## config.mk

```make
export PLATFORM = sky130hd
export DESIGN_NAME = car_direction_detector
export DESIGN_NICKNAME = d
export VERILOG_FILES = /design/src/rtl/parking_pkg.sv /design/src/rtl/sensor_debouncer.sv /design/src/rtl/car_direction_detector.sv
export SDC_FILE = /design/constraint.sdc
export NUM_CORES = 1
export LEC_CHECK = 0
export CAP_MARGIN = 20
export CORE_MARGIN = 4
export CORE_UTILIZATION = 40
export CTS_CLUSTER_DIAMETER = 200
export DETAILED_ROUTE_END_ITERATION = 10
export GPL_ROUTABILITY_DRIVEN = 0
export GPL_TIMING_DRIVEN = 0
export PLACE_DENSITY = 0.63
export RECOVER_POWER = 50
export SLEW_MARGIN = 20
export SYNTH_ARGS = -nofsm -noshare
export SYNTH_HDL_FRONTEND = slang
export SYNTH_SLANG_ARGS = --single-unit
```

## constraint.sdc

```tcl
create_clock -name clk_i -period 5.7 [get_ports clk_i]
set_input_delay 0.855 -clock clk_i [delete_from_list [all_inputs] [get_ports clk_i]]
set_output_delay 0.855 -clock clk_i [all_outputs]
set_load 0.03 [all_outputs]
```

## src/rtl/parking_pkg.sv

```systemverilog
// Shared types for the parking-lot front end: direction FSM states and debounced sensor-pair codes.
// Pair bit order is {A (outer), B (inner)}.
package parking_pkg;

    typedef enum logic [2:0] {
        IDLE,
        IN_A,
        IN_AB,
        IN_B,
        OUT_B,
        OUT_AB,
        OUT_A,
        ABORT
    } dir_state_t;

    localparam logic [1:0] PAIR_CLEAR = 2'b00;
    localparam logic [1:0] PAIR_A     = 2'b10;
    localparam logic [1:0] PAIR_B     = 2'b01;
    localparam logic [1:0] PAIR_BOTH  = 2'b11;

endpackage

```

## src/rtl/sensor_debouncer.sv

```systemverilog
// Two-flop synchronizer followed by a hold-time debouncer for one optical sensor.
// A level change reaches the output DEBOUNCE_CYCLES+2 edges after it is first sampled.
module sensor_debouncer #(
    parameter int DEBOUNCE_CYCLES = 1_000_000
) (
    input  logic clk,
    input  logic reset,
    input  logic raw,
    output logic level
);

    localparam int CW = $clog2(DEBOUNCE_CYCLES + 1);
    localparam logic [CW-1:0] CNT_LAST = CW'(DEBOUNCE_CYCLES - 1);

    logic          sync_q1;
    logic          sync_q2;
    logic [CW-1:0] cnt;

    always_ff @(posedge clk) begin
        if (reset) begin
            sync_q1 <= 1'b0;
            sync_q2 <= 1'b0;
            level   <= 1'b0;
            cnt     <= '0;
        end else begin
            sync_q1 <= raw;
            sync_q2 <= sync_q1;
            // Any return to the current level restarts the hold window.
            if (sync_q2 == level) begin
                cnt <= '0;
            end else if (cnt == CNT_LAST) begin
                level <= sync_q2;
                cnt   <= '0;
            end else begin
                cnt <= cnt + 1'b1;
            end
        end
    end

endmodule

```

## src/rtl/car_direction_detector.sv

```systemverilog
// Debounces the outer (A) and inner (B) sensors and tracks the passage direction,
// emitting one registered single-cycle pulse per completed entry, exit or illegal transition.
module car_direction_detector
    import parking_pkg::*;
#(
    parameter int DEBOUNCE_CYCLES = 1_000_000
) (
    input  logic clk_i,
    input  logic reset_i,
    input  logic sensor_a_i,
    input  logic sensor_b_i,
    output logic car_enter_o,
    output logic car_exit_o,
    output logic seq_error_o
);

    logic       deb_a;
    logic       deb_b;
    logic [1:0] pair;

    sensor_debouncer #(.DEBOUNCE_CYCLES(DEBOUNCE_CYCLES)) u_deb_a (
        .clk   (clk_i),
        .reset (reset_i),
        .raw   (sensor_a_i),
        .level (deb_a)
    );

    sensor_debouncer #(.DEBOUNCE_CYCLES(DEBOUNCE_CYCLES)) u_deb_b (
        .clk   (clk_i),
        .reset (reset_i),
        .raw   (sensor_b_i),
        .level (deb_b)
    );

    assign pair = {deb_a, deb_b};

    dir_state_t state_q;
    dir_state_t state_d;
    logic       enter_d;
    logic       exit_d;
    logic       error_d;

    always_ff @(posedge clk_i) begin
        if (reset_i) begin
            state_q     <= IDLE;
            car_enter_o <= 1'b0;
            car_exit_o  <= 1'b0;
            seq_error_o <= 1'b0;
        end else begin
            state_q     <= state_d;
            car_enter_o <= enter_d;
            car_exit_o  <= exit_d;
            seq_error_o <= error_d;
        end
    end

    // Each active state accepts a step forward, a step back, or a hold; anything else aborts.
    always_comb begin
        state_d = state_q;
        enter_d = 1'b0;
        exit_d  = 1'b0;
        error_d = 1'b0;
        case (state_q)
            IDLE: begin
                case (pair)
                    PAIR_A:    state_d = IN_A;
                    PAIR_B:    state_d = OUT_B;
                    PAIR_BOTH: begin state_d = ABORT; error_d = 1'b1; end
                    default:   ;
                endcase
            end
            IN_A: begin
                case (pair)
                    PAIR_BOTH:  state_d = IN_AB;
                    PAIR_CLEAR: state_d = IDLE;
                    PAIR_B:     begin state_d = ABORT; error_d = 1'b1; end
                    default:    ;
                endcase
            end
            IN_AB: begin
                case (pair)
                    PAIR_B:     state_d = IN_B;
                    PAIR_A:     state_d = IN_A;
                    PAIR_CLEAR: begin state_d = ABORT; error_d = 1'b1; end
                    default:    ;
                endcase
            end
            IN_B: begin
                case (pair)
                    PAIR_CLEAR: begin state_d = IDLE; enter_d = 1'b1; end
                    PAIR_BOTH:  state_d = IN_AB;
                    PAIR_A:     begin state_d = ABORT; error_d = 1'b1; end
                    default:    ;
                endcase
            end
            OUT_B: begin
                case (pair)
                    PAIR_BOTH:  state_d = OUT_AB;
                    PAIR_CLEAR: state_d = IDLE;
                    PAIR_A:     begin state_d = ABORT; error_d = 1'b1; end
                    default:    ;
                endcase
            end
            OUT_AB: begin
                case (pair)
                    PAIR_A:     state_d = OUT_A;
                    PAIR_B:     state_d = OUT_B;
                    PAIR_CLEAR: begin state_d = ABORT; error_d = 1'b1; end
                    default:    ;
                endcase
            end
            OUT_A: begin
                case (pair)
                    PAIR_CLEAR: begin state_d = IDLE; exit_d = 1'b1; end
                    PAIR_BOTH:  state_d = OUT_AB;
                    PAIR_B:     begin state_d = ABORT; error_d = 1'b1; end
                    default:    ;
                endcase
            end
            ABORT: begin
                if (pair == PAIR_CLEAR) state_d = IDLE;
            end
            default: state_d = IDLE;
        endcase
    end

endmodule

```

### Yosys cells after proc, flatten, opt, wreduce, memory -nomap -nowiden

Cells that the tools add are included.

* register bits: 52
* input bits: 4
* output and inout port bits: 3
* word-level logic and storage cells: 66

* $add $sub $neg: 2
* equal/unequal tests: 22
* multiplexer cells: 14
* bitwise operators: 4
* reductions and logical operators: 12

Operator list (count)
* $pmux 3 s3: 7
* $add 20x1->20 const B: 2
* $eq 20x20->1 const B: 2
* $pmux 3 s8: 1
* $ne 4x4->1 const B: 5
* $eq 3x3->1 const B: 4
* $reduce_or 2->1: 5
* $ne 4x3->1 const B: 2
* $reduce_and 8->1: 1
* $eq 3x2->1 const B: 2
* $reduce_or 3->1: 2
* $eq 2x2->1 const B: 2
* $mux 1: 4
* $not 1->1: 4
* $pmux 1 s4: 1
* $reduce_and 2->1: 2
* $eq 3x1->1 const B: 1
* $logic_not 3->1: 1
* $mux 3: 1
* $eq 1x1->1: 2
* $eq 2x1->1 const B: 1
* $logic_not 2->1: 1
* $ne 2x2->1 const B: 1

### Depth between registers and ports, before layout

* word-level depth: 3
* mapped depth: 7
* mapped depth without buffers: 6

### Modules after synthesis

From an unflattened synthesis, not the netlist that was laid out.

* cell total of the unflattened synthesis: 313
* area, all modules: 2783.9 µm²

Modules (own cells, without submodules)
* sensor_debouncer: times used 2, cells each 116, area an instance 1058.5 µm², sequential area each 460.4 µm²
* car_direction_detector: times used 1, cells each 81, area an instance 666.9 µm², sequential area each 120.1 µm²

### Worst setup path before layout

OpenSTA, ideal clock, no wires.

* path type: reg-to-reg
* from: reg u_deb_a.level
* to: reg state_q[1]
* library setup time: 0.133 ns
* data arrival time: 1.802 ns
* required time: 5.567 ns
* setup slack: 3.766 ns
* cell stages (with the launch flop): 8
* buffers on the path: 1
* clock period less this slack: 1.934 ns
* path through: dfxtp_1 > inv_1 > ha_1 > clkbuf_1 > or4_1 > o2bb2ai_1 > or4_1 > o221ai_1

* cells in the longest elaborated chain, start to end: 3
* elaborated cells on any way between the ends: 21
* classes of those cells: eq/ne (11); mux (8); reduce/logical (2)

Ends and longest elaborated chain
* start, declared: line sensor_debouncer.sv:9 `output logic level`
* start signal, assigned: line sensor_debouncer.sv:32 `level <= sync_q2;`
* $eq 2x1->1, or another cell as far along
* $pmux 3 s3, or another cell as far along: line car_direction_detector.sv:113 `case (pair)`
* $pmux 3 s8 or $reduce_and 8->1 (tied branches)
* end signal, assigned: line car_direction_detector.sv:50 `state_q <= state_d;`
* end, declared: line car_direction_detector.sv:37 `dir_state_t state_q;`

Several ways; a longest one is shown, not always the timed one. The select of a mux whose other input is x is not followed.
A chain may end at the register's enable or synchronous reset.

### Worst setup path after layout

* from: reg u_deb_a.cnt[6]
* to: reg u_deb_a.cnt[4]

* cells in the longest elaborated chain, start to end: 2

Ends and longest elaborated chain
* start, declared: line sensor_debouncer.sv:17 `logic [CW-1:0] cnt;`
* start signal, assigned: line sensor_debouncer.sv:35 `cnt <= cnt + 1'b1;`
* $eq 20x20->1: line sensor_debouncer.sv:31 `end else if (cnt == CNT_LAST) begin`
* $reduce_or 3->1 (no line)

No other way between the ends.

==> reports/results.md <==
## Status
• completed — run status

## Synthesis
• dfxtp_1, nor2_1, xnor2_1 — cell types occupying the most area after synthesis
• 0.386 — sequential-to-total area share from yosys stat
• dfxtp_1, nor2_1, nand3_1 — Synth top cells by count
• 0.386 — proportion of netlist area held by the largest area contributor
• 308 — gate count after technology mapping
• 2700 um2 — Synth Cell Area
• 8.76 um2 — synthesized area divided by synthesized cell count
• 52 — flip-flop and latch count after synthesis
• 51 — Yosys cell types
• 0 — Synthesis Warnings
• 0 — EDFF count, synth
• 321 — Post-Synthesis Net Count
• dfxtp_1 — leading register cell type out of synthesis
• dfxtp_1 — most numerous cell in the Yosys netlist
• dfxtp_1 — cell type with the highest aggregate area in the netlist
• 0 — fraction of registers with async set/reset

## Detailed routing
• 0 — DRC
• 5.54 — ratio of routed vias to standard cells
• 5060 um — wire length reported by the detailed router
• 152 — violation count after the first detailed-routing iteration
• 12.7 um — DR WL/cell
• 0 — post-route antenna net violation count
• 2209 — routed via count
• 4 — number of search-and-repair iterations in the first detailed-routing pass

## Die
• 90.1 um — overall die width
• 90.1 um — Die Y
• 29 — row count
• 7 — I/O pin count
• 8120 um2 — total die area
• 6460 um2 — Std-Cell Core Area
• 0.418 — initial core utilization

## CTS
• 2 — # H-tree levels
• 0.30 ns — worst-skew pair later-pin latency
• 5 — number of buffers created by CTS
• 52 — number of clock sinks
• 2 — maximum buffer depth of the clock tree
• 0 — hold buffer count at cts
• clkbuf_8 — clock root buffer
• 0 — Resized Gates After CTS
• 0.09 ns — Clk pin slew, worst setup/hold paths
• 0 — post-CTS setup-driven buffer insertion count
• done — TritonCTS clock tree

## Global routing
• 0 — antenna violations before repair
• 0 — remaining global-route overflow
• 8960 um — wire length of the first global-routing pass
• 1982 — number of global-route vias before repair
• 17 — pin count of the biggest net entering global routing
• 0.130 — combined global-route utilization of all metal layers

## Timing
• 0.495 — share of the cycle needed by the critical path after routing
• false — unrepaired setup endpoints after global routing
• 0 ns — final-layout setup total negative slack
• 0 — number of failing hold endpoints at the final stage
• 1.23 ns — Least-Margin Pin Slew
• 2.88 ns — Worst Slack Setup Final
• 2.82 ns — final worst path period need
• 0.169 — worst rel slew slack
• 0 — max-slew violation total from the final report
• 0.0111 ns — maximum clock skew at final layout
• 0.354 GHz — f_max
• 0 — final-report setup violation count

## Min path
• u_deb_b.sync_q2 — Hold Crit Endpoint
• u_deb_b.sync_q1 — Worst Min Path Start
• reg2reg — Hold Crit Class
• 1 — number of cells on the worst hold path

## Worst setup path
• 5.89 ns — Data required, critical path
• flop — kind of end point of the critical path
• flop — critical path startpoint category
• 10 — worst-path maximum fanout
• 5 — count of cells along the worst register-to-register path
• or4_1 — cell with the most instances on the worst path
• reg2reg — Crit Path Category
• u_deb_a.cnt[6] — critical register-to-register path startpoint
• 0.95 ns — Critical Path Max Stage Delay
• 2.88 ns — register-to-register path setup slack
• or4_1, or4_1, o21ai_0, buf_6, nor2_1 — worst path cell trace
• 3.02 ns — CP Data Arrival Time
• u_deb_a.cnt[4] — r2r endpoint
• 1 — buffers plus inverters on the worst setup path
• simple AND/OR/NAND/NOR gates — kind of cell adding the most delay to the critical path
• o21ai_0 — Slowest cell on crit path

## Finish
• 0.455 — final core occ
• 334 — nets@finish
• 2940 um2 — Non-Filler Cell Area, Final
• 0 — number of diodes
• 0.0621 — layout cells sized above 1
• 8.91% — synthesis-to-layout area growth

## Job
• 0 — max-cap violation count

## Placement
• 2850 um2 — standard cell area after detailed placement
• 3.43 ns — setup slack at placement
• 6 — port buffer count
• 3560 um — detailed placement HPWL

## Pwr
• 0.0980 mV — Worst IR Drop VDD
• 248 nW/um2 — power density of the placed cells
• 0.000727 W — Power, Total
• 0.887 nW — static leakage

state kept, by name (all words and copies together), names as in the netlist:
signal,cells
state_q,3
u_deb_b.sync_q2,1
u_deb_a.sync_q2,1
car_enter_o,1
car_exit_o,1
u_deb_a.cnt,20
u_deb_a.sync_q1,1
u_deb_b.sync_q1,1
u_deb_a.level,1
u_deb_b.cnt,20
seq_error_o,1
u_deb_b.level,1
per-layer routing:
metal	wire (um)	GRT usage	part of all wire
met1	2640	0.185	0.52
met2	2180	0.190	0.43
met5	0	0	0
met3	172	0.0284	0.034
met4	64	0.0497	0.013
worst max-delay path by stage:
stage | slack [ns] | from | end | cells after the start
floorplan | 3.77 | u_deb_a.level | state_q[1] | 7
finish | 2.88 | u_deb_a.cnt[6] | u_deb_a.cnt[4] | 5
global placement | 3.44 | reset_i | state_q[1] | 3
global route | 2.69 | u_deb_a.cnt[6] | u_deb_a.cnt[6] | 5
CTS | 3.45 | u_deb_a.level | state_q[0] | 7
detailed placement | 3.43 | reset_i | state_q[1] | 3
metrics by stage:
stage	cells	hold WS, ns
after global routing	399	0.467
final	399	0.442
after global placement	391	0.426
after detailed placement	391	0.424
after CTS	399	0.446
after floorplan	308	0.414
cell usage in the layout (no fill, tap or decap), drive strengths merged, types with 3 or more instances in the layout:
cell	n
dfxtp	52
nor2	33
nand3	18
a21oi	17
inv	15
o21ai	15
xnor2	14
nand2	13
or3	13
clkbuf	12
xor2	11
or4	10
nand4	9
ha	9
nor4	6
nor3	5
nor2b	5
clkdlybuf4s50	5
buf	5
nand3b	4
mux2i	4
o31ai	4
or2	4
and3	4
o211ai	3
nand2b	3
or4b	3
report_power, final:
| group | internal [W] | total, W | switching, W |
|---|---|---|---|
| registers | 0.000368 | 0.000371 | 0.00000300 |
| logic | 0.0000375 | 0.0000885 | 0.0000509 |
| clock network | 0.000144 | 0.000268 | 0.000124 |
layout make-up:
class                      count  area [um2]
fill                         624        3520
multi-input combinational    230        1500
clock inverter                 2        38.8
clock buffer                   6        82.6
inverter                      15        56.3
timing repair buffer           6        60.1
buffer                        11        65.1
sequential                    52        1040
tap                           77        96.3
kinds of logic after synthesis:
| kind of cell | share of synthesized area |
|---|---|
| buffers and inverters | 0.0478 |
| and+or+nand+nor | 0.289 |
| DFF | 0.386 |
| AOI/OAI and AO/OA | 0.123 |
| xor gates and xnor gates | 0.0812 |
| adders and majority gates | 0.0417 |
| muxes | 0.0315 |
Power figures use the tool's default switching activity.
